## config.mk

```make
export PLATFORM = sky130hd
export DESIGN_NAME = branch_predict_unit
export DESIGN_NICKNAME = d
export VERILOG_FILES = /design/src/rtl/bpu_pkg.sv /design/src/rtl/bpu_table.sv /design/src/rtl/branch_predict_unit.sv
export SDC_FILE = /design/constraint.sdc
export NUM_CORES = 1
export LEC_CHECK = 0
export CAP_MARGIN = 20
export CORE_MARGIN = 5
export CORE_UTILIZATION = 50
export CTS_BUF_LIST = sky130_fd_sc_hd__clkbuf_2 sky130_fd_sc_hd__clkbuf_4 sky130_fd_sc_hd__clkbuf_8
export DETAILED_ROUTE_END_ITERATION = 16
export DONT_BUFFER_PORTS = 1
export SYNTH_ARGS = -nofsm -noshare
export SYNTH_HDL_FRONTEND = slang
export SYNTH_SLANG_ARGS = --single-unit
```

## constraint.sdc

```tcl
create_clock -name clk -period 7.2 [get_ports clk]
set_clock_uncertainty 0.05 [all_clocks]
set_input_delay 0 -clock clk [delete_from_list [all_inputs] [get_ports clk]]
set_output_delay 0 -clock clk [all_outputs]
set_load 0.01 [all_outputs]
```

## src/rtl/bpu_pkg.sv

```systemverilog
// Shared types for the branch predict unit: branch conditions, 2-bit counter states,
// BTB entry layout and the saturating counter step.
package bpu_pkg;

  localparam int BPU_PC_W  = 9;
  localparam int BPU_IDX_W = 4;
  localparam int BPU_TAG_W = BPU_PC_W - BPU_IDX_W - 2;

  localparam logic [2:0] F3_BEQ  = 3'b000;
  localparam logic [2:0] F3_BNE  = 3'b001;
  localparam logic [2:0] F3_BLT  = 3'b100;
  localparam logic [2:0] F3_BGE  = 3'b101;
  localparam logic [2:0] F3_BLTU = 3'b110;
  localparam logic [2:0] F3_BGEU = 3'b111;

  typedef enum logic [1:0] {SNT = 2'b00, WNT = 2'b01, WT = 2'b10, ST = 2'b11} ctr_t;

  typedef struct packed {
    logic                 valid;
    logic [BPU_TAG_W-1:0] tag;
    logic [BPU_PC_W-1:0]  target;
  } btb_entry_t;

  function automatic ctr_t ctr_next(ctr_t c, logic taken);
    if (taken) return (c == ST)  ? ST  : ctr_t'(c + 2'd1);
    else       return (c == SNT) ? SNT : ctr_t'(c - 2'd1);
  endfunction

endpackage

```

## src/rtl/bpu_table.sv

```systemverilog
// Direction counters and tagged BTB: one combinational read port for IF, one
// read-modify-write port for EX training. Reads return pre-edge contents (no bypass).
module bpu_table
  import bpu_pkg::*;
#(
  parameter int IDX_W = BPU_IDX_W
) (
  input  logic             clk,
  input  logic             reset,
  input  logic [IDX_W-1:0] rd_idx,
  output ctr_t             rd_ctr,
  output btb_entry_t       rd_btb,
  input  logic             wr_en,
  input  logic [IDX_W-1:0] wr_idx,
  input  logic             wr_taken,
  input  logic             wr_force,
  input  btb_entry_t       wr_btb
);
  localparam int ENTRIES = 1 << IDX_W;

  ctr_t       ctr_q [ENTRIES];
  btb_entry_t btb_q [ENTRIES];

  assign rd_ctr = ctr_q[rd_idx];
  assign rd_btb = btb_q[rd_idx];

  always_ff @(posedge clk) begin
    if (reset) begin
      for (int i = 0; i < ENTRIES; i++) begin
        ctr_q[i]       <= WNT;
        btb_q[i].valid <= 1'b0;
      end
    end else if (wr_en) begin
      // jumps are always taken, so they pin the counter instead of stepping it
      ctr_q[wr_idx] <= wr_force ? ST : ctr_next(ctr_q[wr_idx], wr_taken);
      if (wr_taken) btb_q[wr_idx] <= wr_btb;
    end
  end

endmodule

```

## src/rtl/branch_predict_unit.sv

```systemverilog
// IF-stage direction/target prediction and EX-stage resolution for RV32I branches and jumps,
// with redirect generation, table training and a saturating mispredict counter.
module branch_predict_unit
  import bpu_pkg::*;
#(
  parameter int PC_W  = BPU_PC_W,
  parameter int IDX_W = BPU_IDX_W,
  parameter int CNT_W = 16
) (
  input  logic             clk,
  input  logic             reset,
  input  logic [PC_W-1:0]  if_pc,
  output logic             pred_taken,
  output logic [PC_W-1:0]  pred_target,
  input  logic             ex_valid,
  input  logic [PC_W-1:0]  ex_pc,
  input  logic [31:0]      ex_imm,
  input  logic [31:0]      ex_rs1,
  input  logic [31:0]      ex_rs2,
  input  logic             ex_branch,
  input  logic             ex_jal,
  input  logic             ex_jalr,
  input  logic [2:0]       ex_funct3,
  input  logic             ex_pred_taken,
  input  logic [PC_W-1:0]  ex_pred_target,
  input  logic             halt,
  output logic [31:0]      pc_four,
  output logic             redirect,
  output logic [PC_W-1:0]  redirect_pc,
  output logic [CNT_W-1:0] mispredict_cnt
);
  ctr_t       rd_ctr;
  btb_entry_t rd_btb;
  btb_entry_t wr_btb;

  logic            active, cond, taken, mispredict, upd;
  logic [PC_W-1:0] target, seq_pc, jalr_sum;
  logic            unused_bits;

  bpu_table #(.IDX_W(IDX_W)) u_table (
    .clk      (clk),
    .reset    (reset),
    .rd_idx   (if_pc[IDX_W+1:2]),
    .rd_ctr   (rd_ctr),
    .rd_btb   (rd_btb),
    .wr_en    (upd),
    .wr_idx   (ex_pc[IDX_W+1:2]),
    .wr_taken (taken),
    .wr_force (ex_jal | ex_jalr),
    .wr_btb   (wr_btb)
  );

  assign pred_taken  = ~reset & rd_btb.valid & (rd_btb.tag == if_pc[PC_W-1:IDX_W+2]) & rd_ctr[1];
  assign pred_target = pred_taken ? rd_btb.target : '0;

  always_comb begin
    cond = 1'b0;
    case (ex_funct3)
      F3_BEQ:  cond = (ex_rs1 == ex_rs2);
      F3_BNE:  cond = (ex_rs1 != ex_rs2);
      F3_BLT:  cond = ($signed(ex_rs1) <  $signed(ex_rs2));
      F3_BGE:  cond = ($signed(ex_rs1) >= $signed(ex_rs2));
      F3_BLTU: cond = (ex_rs1 <  ex_rs2);
      F3_BGEU: cond = (ex_rs1 >= ex_rs2);
      default: cond = 1'b0;
    endcase
  end

  // only the low PC_W bits of any target survive, so add at that width
  assign jalr_sum   = ex_rs1[PC_W-1:0] + ex_imm[PC_W-1:0];
  assign target     = ex_jalr ? {jalr_sum[PC_W-1:1], 1'b0} : ex_pc + ex_imm[PC_W-1:0];
  assign seq_pc     = ex_pc + PC_W'(4);
  assign active     = ex_valid & (ex_branch | ex_jal | ex_jalr);
  assign taken      = active & (ex_jal | ex_jalr | (ex_branch & cond));
  assign mispredict = active & ((taken != ex_pred_taken) | (taken & (target != ex_pred_target)));
  assign upd        = active & ~halt & ~reset;
  assign wr_btb     = '{valid: 1'b1, tag: ex_pc[PC_W-1:IDX_W+2], target: target};
  assign pc_four    = {{(32-PC_W){1'b0}}, ex_pc} + 32'd4;
  assign redirect   = ~reset & (mispredict | halt);
  assign unused_bits = ^{ex_imm[31:PC_W], jalr_sum[0], if_pc[1:0]};

  always_comb begin
    redirect_pc = '0;
    if (!reset) begin
      if (halt)            redirect_pc = ex_pc;
      else if (mispredict) redirect_pc = taken ? target : seq_pc;
    end
  end

  always_ff @(posedge clk) begin
    if (reset)                                           mispredict_cnt <= '0;
    else if (upd && mispredict && !(&mispredict_cnt))    mispredict_cnt <= mispredict_cnt + 1'b1;
  end

endmodule

```

==> results of run 1 <==
[cell usage after synthesis (6+ instances only)]
master	number	area, um2
mux2_2	7	78.8
and4_1	7	61.3
nor4_1	12	75.1
a21o_1	7	52.6
o211ai_1	9	67.6
inv_1	73	274
o22ai_1	17	106
and2_1	6	37.5
nand4_1	15	93.8
nor3_1	21	105
or3_1	7	43.8
nand3_1	49	245
mux4_2	69	1550
ha_1	52	651
o21ai_0	34	170
and3_1	8	50.1
edfxtp_1	224	6730
nand2b_1	23	144
xor2_1	8	70.1
buf_4	24	180
dfxtp_1	32	641
a311oi_1	8	70.1
clkbuf_1	42	158
a31oi_1	8	50.1
a21oi_1	48	240
xnor2_1	15	131
nand2_1	39	146
a211oi_1	12	90.1
nor2_1	53	199
mux2i_1	11	110
nor2b_1	23	144
[metal layers]
| metal | vias to the layer above | global-route usage [%] | wire length, um |
|---|---|---|---|
| met4 | 0 | 6.84 | 979 |
| met3 | 63 | 6.44 | 2890 |
| li1 | 4125 | - | - |
| met5 | - | 0 | 0 |
| met1 | 4349 | 29.7 | 14500 |
| met2 | 338 | 36.6 | 16500 |
[power groups by stage]
| stage | Clock [mW] | Sequential, mW | Combinational, mW |
|---|---|---|---|
| floorplan | 0 | 1.69 | 0.307 |
| global placement | 0 | 1.69 | 0.357 |
| detailed placement | 0 | 1.69 | 0.362 |
| CTS | 1.25 | 1.66 | 0.384 |
| global route | 1.33 | 1.66 | 0.424 |
| finish | 1.23 | 1.66 | 0.384 |
[cell type report]
cell class / instances / share of cell area [%]
timing repair buffer: 38 / 2.51
inverter: 74 / 1.86
multi-input combinational: 672 / 38.1
sequential: 256 / 49.3
tap: 341 / 2.85
clock buffer: 61 / 4.95
clock inverter: 14 / 0.486
[critical path: stages]
cell,delay (ps)
dlygate4sd3_1,780
nor2b_1,80
dlygate4sd3_1,570
buf_4,210
xor2_1,160
nor4_1,350
nand2_1,100
a221o_1,350
a2111oi_4,930
or4_2,250
a21oi_1,60
dlygate4sd3_1,560
[path summary, 6_finish.rpt]
kind                                                         from                                 to  slack [ps]  cells past startpoint
worst max-delay path                                      ex_jalr     mispredict_cnt[0]$_SDFFE_PP0P_        3160                     12
worst max register to register     mispredict_cnt[3]$_SDFFE_PP0P_     mispredict_cnt[1]$_SDFFE_PP0P_        3940                     10
worst min-delay path                                ex_pred_taken     mispredict_cnt[3]$_SDFFE_PP0P_          20                      4
worst min register to register  u_table.btb_q[7][12]$_SDFFE_PP1P_  u_table.btb_q[7][12]$_SDFFE_PP1P_         410                      2
[through the flow]
| step | setup slack (ps) | util [%] | std cells | hold slack (ps) | cell area, um2 |
|---|---|---|---|---|---|
| 4_1_cts | 3120 | 55.4 | 1455 | 3.69 | 14900 |
| 3_5_place_dp | 3100 | 51.6 | 1360 | -49.9 | 13900 |
| 6_report | 3160 | 55.5 | 1456 | 20.4 | 14900 |
| 5_1_grt | 2900 | 55.5 | 1456 | 41.9 | 14900 |
| 3_3_place_gp | 3180 | 51.4 | 1357 | -49.9 | 13900 |
| 2_1_floorplan | 3760 | - | 1079 | 37.7 | 13700 |
[sequential cells by signal, indices dropped and copies added (netlist names)]
name / flops
mispredict_cnt: 16
u_table.btb_q: 208
u_table.ctr_q: 32
[logic make-up (layout without fill, tap and decap cells)]
kind of cell / Yosys count / count (layout) / synth area share (%)
compound gates: 189 / 189 / 9.33
fa+ha+maj: 56 / 56 / 5.21
other cells: 1 / 22 / 0.0275
flops: 256 / 256 / 53.9
mux: 90 / 90 / 13.1
simple gates: 292 / 292 / 11.7
buf+inv: 151 / 187 / 5.22
xor+xnor: 23 / 23 / 1.48
==> impl_metrics.py, run 1 <==
metrics = {
    "status": {
        "status": "finished clean",
    },
    "cts": {
        "clock_latency_ps": 550,
        "cts_tree": "built",
        "cts_buffers": 44,
        "clockBufferDepth": 3,
        "cts_resized": 0,
        "clock_sink_count": 256,
        "hold_buffers": 20,
        "cts.htree.levels": 2,
        "post-cts-setup-buffers": 0,
        "clkTransAtPathRegs_ps": 50,
        "cts_root_buffer": "clkbuf_8",
    },
    "setup_path": {
        "critPathCaptureType": "flop",
        "crit_fanout": 18,
        "crit_type": "input pin to flop",
        "cp_data_arrival_time_ps": 4410,
        "start_kind": "input pin",
        "required_ps": 7580,
    },
    "routing": {
        "vias_per_cell": 6.10,
        "drc": 0,
        "ant_nets": 0,
        "wl_per_cell_um": 24.0,
        "dr.pass1.iters": 7,
        "vias": 8875,
        "drt_wl_total_mm": 34.9,
        "drt-initial-drc-count": 703,
    },
    "synthesis": {
        "synth_enable_flop_cells": 224,
        "synth_cell_type_count": 80,
        "syn_inst": 1058,
        "synth_warnings": 0,
        "synth.avg_cell_area_um2": 12.9,
        "synth_area_mm2": 0.0137,
        "yosysSeqAreaShare_pct": 53.9,
        "postSynth.asyncResetShare_pct": 0,
        "synthFlopType": "edfxtp_1",
        "synth_seq_cells": 256,
    },
    "layout": {
        "fill_cells": 2229,
        "drive_above_1_share_pct": 18.1,
        "area_growth_pct": 9.45,
        "regArea_mm2": 0.00737,
        "num-nets-final": 1274,
        "multi_input_area_mm2": 0.00569,
        "final_cell_mix": "edfxtp_1, inv_1, mux4_2, ha_1, nand3_1",
        "antenna_cells": 0,
        "layout_commonest_cell": "edfxtp_1",
    },
    "timing": {
        "fin_crit_sh_pct": 56.1,
        "worst_pin_slew_ps": 1060,
        "setup_viol": 0,
        "fmax_mhz": 248,
        "maxSlewViolCount": 0,
        "rsz0062_at_grt": "no",
        "finalSetupTns_ps": 0,
        "hold_viol_final": 0,
        "period_needed_ps": 4040,
        "slew_headroom_pct": 29.0,
    },
    "placement": {
        "hpwl_mm": 22.9,
        "io_buffers": 0,
        "place.gp.congestion": 0.857,
    },
    "grt": {
        "antenna_found_initial": 0,
        "grt_pass1_wl_mm": 53.0,
        "grt_usage_pct": 22.5,
        "grt_max_degree": 65,
        "grt_pass1_vias": 8871,
        "gr-total-overflow": 0,
    },
    "pwr": {
        "p_int_mw": 2.48,
        "p_leak_nw": 5.24,
        "seq_power_share_pct": 50.8,
        "switching_share_pct": 24.4,
        "power_switching_uw": 797,
        "ir_drop_uv": 117,
        "comb_power_share_pct": 11.7,
        "p_total_mw": 3.27,
        "p_per_area_mw_per_mm2": 219,
        "p_clk_share_pct": 37.5,
    },
    "floorplan": {
        "die_w_um": 175,
        "start_util_pct": 50.7,
        "dieArea_mm2": 0.0307,
        "core_area_mm2": 0.0270,
        "pin_count": 202,
        "die_height_um": 175,
        "num_rows": 60,
    },
    "flow_run": {
        "max-cap-violations": 0,
    },
    "worst_hold_path": {
        "hp-class": "input pin to flop",
    },
}
No activity file was read; power rests on OpenSTA's default activity.
==> run 2, diff against run 1 <==
--- a/config.mk
+++ b/config.mk
@@ -11,6 +11,7 @@
 export CTS_BUF_LIST = sky130_fd_sc_hd__clkbuf_2 sky130_fd_sc_hd__clkbuf_4 sky130_fd_sc_hd__clkbuf_8
 export DETAILED_ROUTE_END_ITERATION = 16
 export DONT_BUFFER_PORTS = 1
+export PLACE_DENSITY = 0.68
 export SYNTH_ARGS = -nofsm -noshare
 export SYNTH_HDL_FRONTEND = slang
 export SYNTH_SLANG_ARGS = --single-unit
==> constraint.sdc (replaced) <==
create_clock -name clk -period 3.6 [get_ports clk]
set_clock_uncertainty 0.05 [all_clocks]
set_input_delay 0 -clock clk [delete_from_list [all_inputs] [get_ports clk]]
set_output_delay 0 -clock clk [all_outputs]
set_load 0.01 [all_outputs]
==> run 2 against run 1 <==
  * Critical path depth grew 1
  * Routed wire length grew 0.79%
  * Setup slack lost 2900 ps
  * Largest cell class unchanged
  * Clock power grew 110%
  * Design area grew 1.7%
  * Sequential share of layout area shrank 0.84 points
  * Global-route usage is essentially flat
  * Die area is the same
  * Final cell count grew 2.2%
  * Non-clock buffer count grew 29
  * First-iteration DRC count shrank 12%
  * Critical path type unchanged
==> impl_metrics.py, run 2 (synthesis gave the netlist of run 1 again) <==
metrics = {
    "status": {
        "status": "finished clean",
    },
    "flow_run": {
        "max-cap-violations": 0,
    },
    "layout": {
        "final_cell_mix": "edfxtp_1, inv_1, mux4_2, ha_1, nor2_1",
        "fill_cells": 2199,
        "num-nets-final": 1301,
        "area_growth_pct": 11.3,
        "final_cells": 1488,
        "layout_top_registers": "u_table.btb_q (208), u_table.ctr_q (32), mispredict_cnt (16)",
        "layout_commonest_cell": "edfxtp_1",
        "post-route-util_pct": 56.4,
        "antenna_cells": 0,
        "drive_above_1_share_pct": 19.8,
        "largest_reg_flops": 208,
        "top_register": "u_table.btb_q",
    },
    "timing": {
        "whs_ps": 36.0,
        "maxSlewViolCount": 0,
        "hold_viol_final": 0,
        "period_needed_ps": 3340,
        "finalSetupTns_ps": 0,
        "fmax_mhz": 299,
        "setup_viol": 0,
        "fin_crit_sh_pct": 92.9,
        "slew_headroom_pct": 51.6,
        "rsz0062_at_grt": "no",
        "worst_pin_slew_ps": 721,
    },
    "floorplan": {
        "die_height_um": 175,
        "core_area_mm2": 0.0270,
        "dieArea_mm2": 0.0307,
        "pin_count": 202,
        "start_util_pct": 50.7,
        "num_rows": 60,
        "die_w_um": 175,
    },
    "routing": {
        "maxUsedRoutingLayer": "met4",
        "drt-initial-drc-count": 617,
        "vias_per_cell": 6.20,
        "wl_met3_mm": 3.06,
        "wl_met2_mm": 17.7,
        "vias": 9223,
        "dr.pass1.iters": 5,
        "wl_per_cell_um": 23.6,
        "ant_nets": 0,
        "drt_wl_total_mm": 35.2,
        "wirelength_met1_mm": 13.7,
        "drc": 0,
    },
    "grt": {
        "grt_pass1_vias": 9286,
        "grt_usage_pct": 22.5,
        "antenna_found_initial": 2,
        "gr-total-overflow": 0,
        "grt_max_degree": 65,
        "grt_pass1_wl_mm": 53.6,
    },
    "placement": {
        "hpwl_mm": 23.4,
        "io_buffers": 0,
        "place.gp.congestion": 0.851,
        "dp.cells": 1388,
    },
    "setup_path": {
        "required_ps": 4050,
        "critPathLaunch": "ex_rs2[31]",
        "r2r_start": "mispredict_cnt[5]$_SDFFE_PP0P_",
        "start_kind": "input pin",
        "critPathCaptureType": "flop",
        "crit_type": "input pin to flop",
        "cp_data_arrival_time_ps": 3790,
        "crit_fanout": 15,
    },
    "pwr": {
        "p_per_area_mw_per_mm2": 443,
        "ir_drop_uv": 231,
        "p_leak_nw": 5.42,
    },
    "cts": {
        "clock_latency_ps": 550,
        "clock_sink_count": 256,
        "cts_tree": "built",
        "clockBufferDepth": 3,
        "clkTransAtPathRegs_ps": 60,
        "cts.htree.levels": 2,
        "cts_root_buffer": "clkbuf_8",
        "cts_buffers": 42,
        "post-cts-setup-buffers": 0,
    },
    "worst_hold_path": {
        "min_from": "ex_jalr",
        "hp-class": "input pin to flop",
    },
}
==> run 2: path summary, 6_finish.rpt <==
kind	cells after the start	slack [ps]	endpoint
min	4	40	u_table.btb_q[14][8]$_DFFE_PP_
min reg2reg	2	410	u_table.btb_q[10][12]$_SDFFE_PP1P_
max reg2reg	10	720	mispredict_cnt[0]$_SDFFE_PP0P_
max	13	260	mispredict_cnt[0]$_SDFFE_PP0P_
==> run 2: critical path, stage by stage <==
cell and delay [ps]:
inv_1 20, ha_1 350, nand4_1 240, nor4_2 590
a2111oi_0 210, a311oi_1 290, o41a_2 240, and2_1 220
a2111oi_4 90, buf_4 210, or4_2 610, a21oi_1 150
dlygate4sd3_1 560
==> run 2: metrics by stage <==
step | worst slack (ps) | power [mW] | instance area, um2
floorplan | 161 | 4.00 | 13700
global placement | 213 | 4.12 | 14100
detailed placement | 220 | 4.14 | 14100
CTS | 157 | 6.78 | 15200
global route | 20.3 | 7.00 | 15200
finish | 256 | 6.73 | 15200
==> run 2: cell type report <==
type | count | area [um2] | share of cell area, %
Multi-Input combinational cell | 672 | 5670 | 37.3
Inverter | 74 | 278 | 1.83
Clock inverter | 14 | 118 | 0.774
Timing Repair Buffer | 67 | 581 | 3.82
Sequential cell | 256 | 7370 | 48.5
Clock buffer | 64 | 762 | 5.01
Tap cell | 341 | 427 | 2.81
==> run 2: repair_timing <==
item / CTS / global route
hold endpoints to repair: 243 / 0
gates resized for setup: 0 / 2
setup endpoints to repair: 0 / 6
hold buffers: 22 / 0
==> run 2: metal layers <==
metal | vias to the layer above | GRT usage [%]
met4 | 0 | 5.89
li1 | 4191 | -
met3 | 52 | 6.31
met5 | - | 0
met2 | 415 | 39.4
met1 | 4565 | 27.6
==> run 2: where the power goes <==
group / internal (mW) / switching (mW) / leakage [nW] / total (mW)
logic: 0.332 / 0.470 / 2.69 / 0.802
clock network: 1.45 / 1.16 / 0.474 / 2.60
registers: 3.31 / 0.00957 / 2.26 / 3.32
total: 5.09 / 1.64 / 5.42 / 6.73
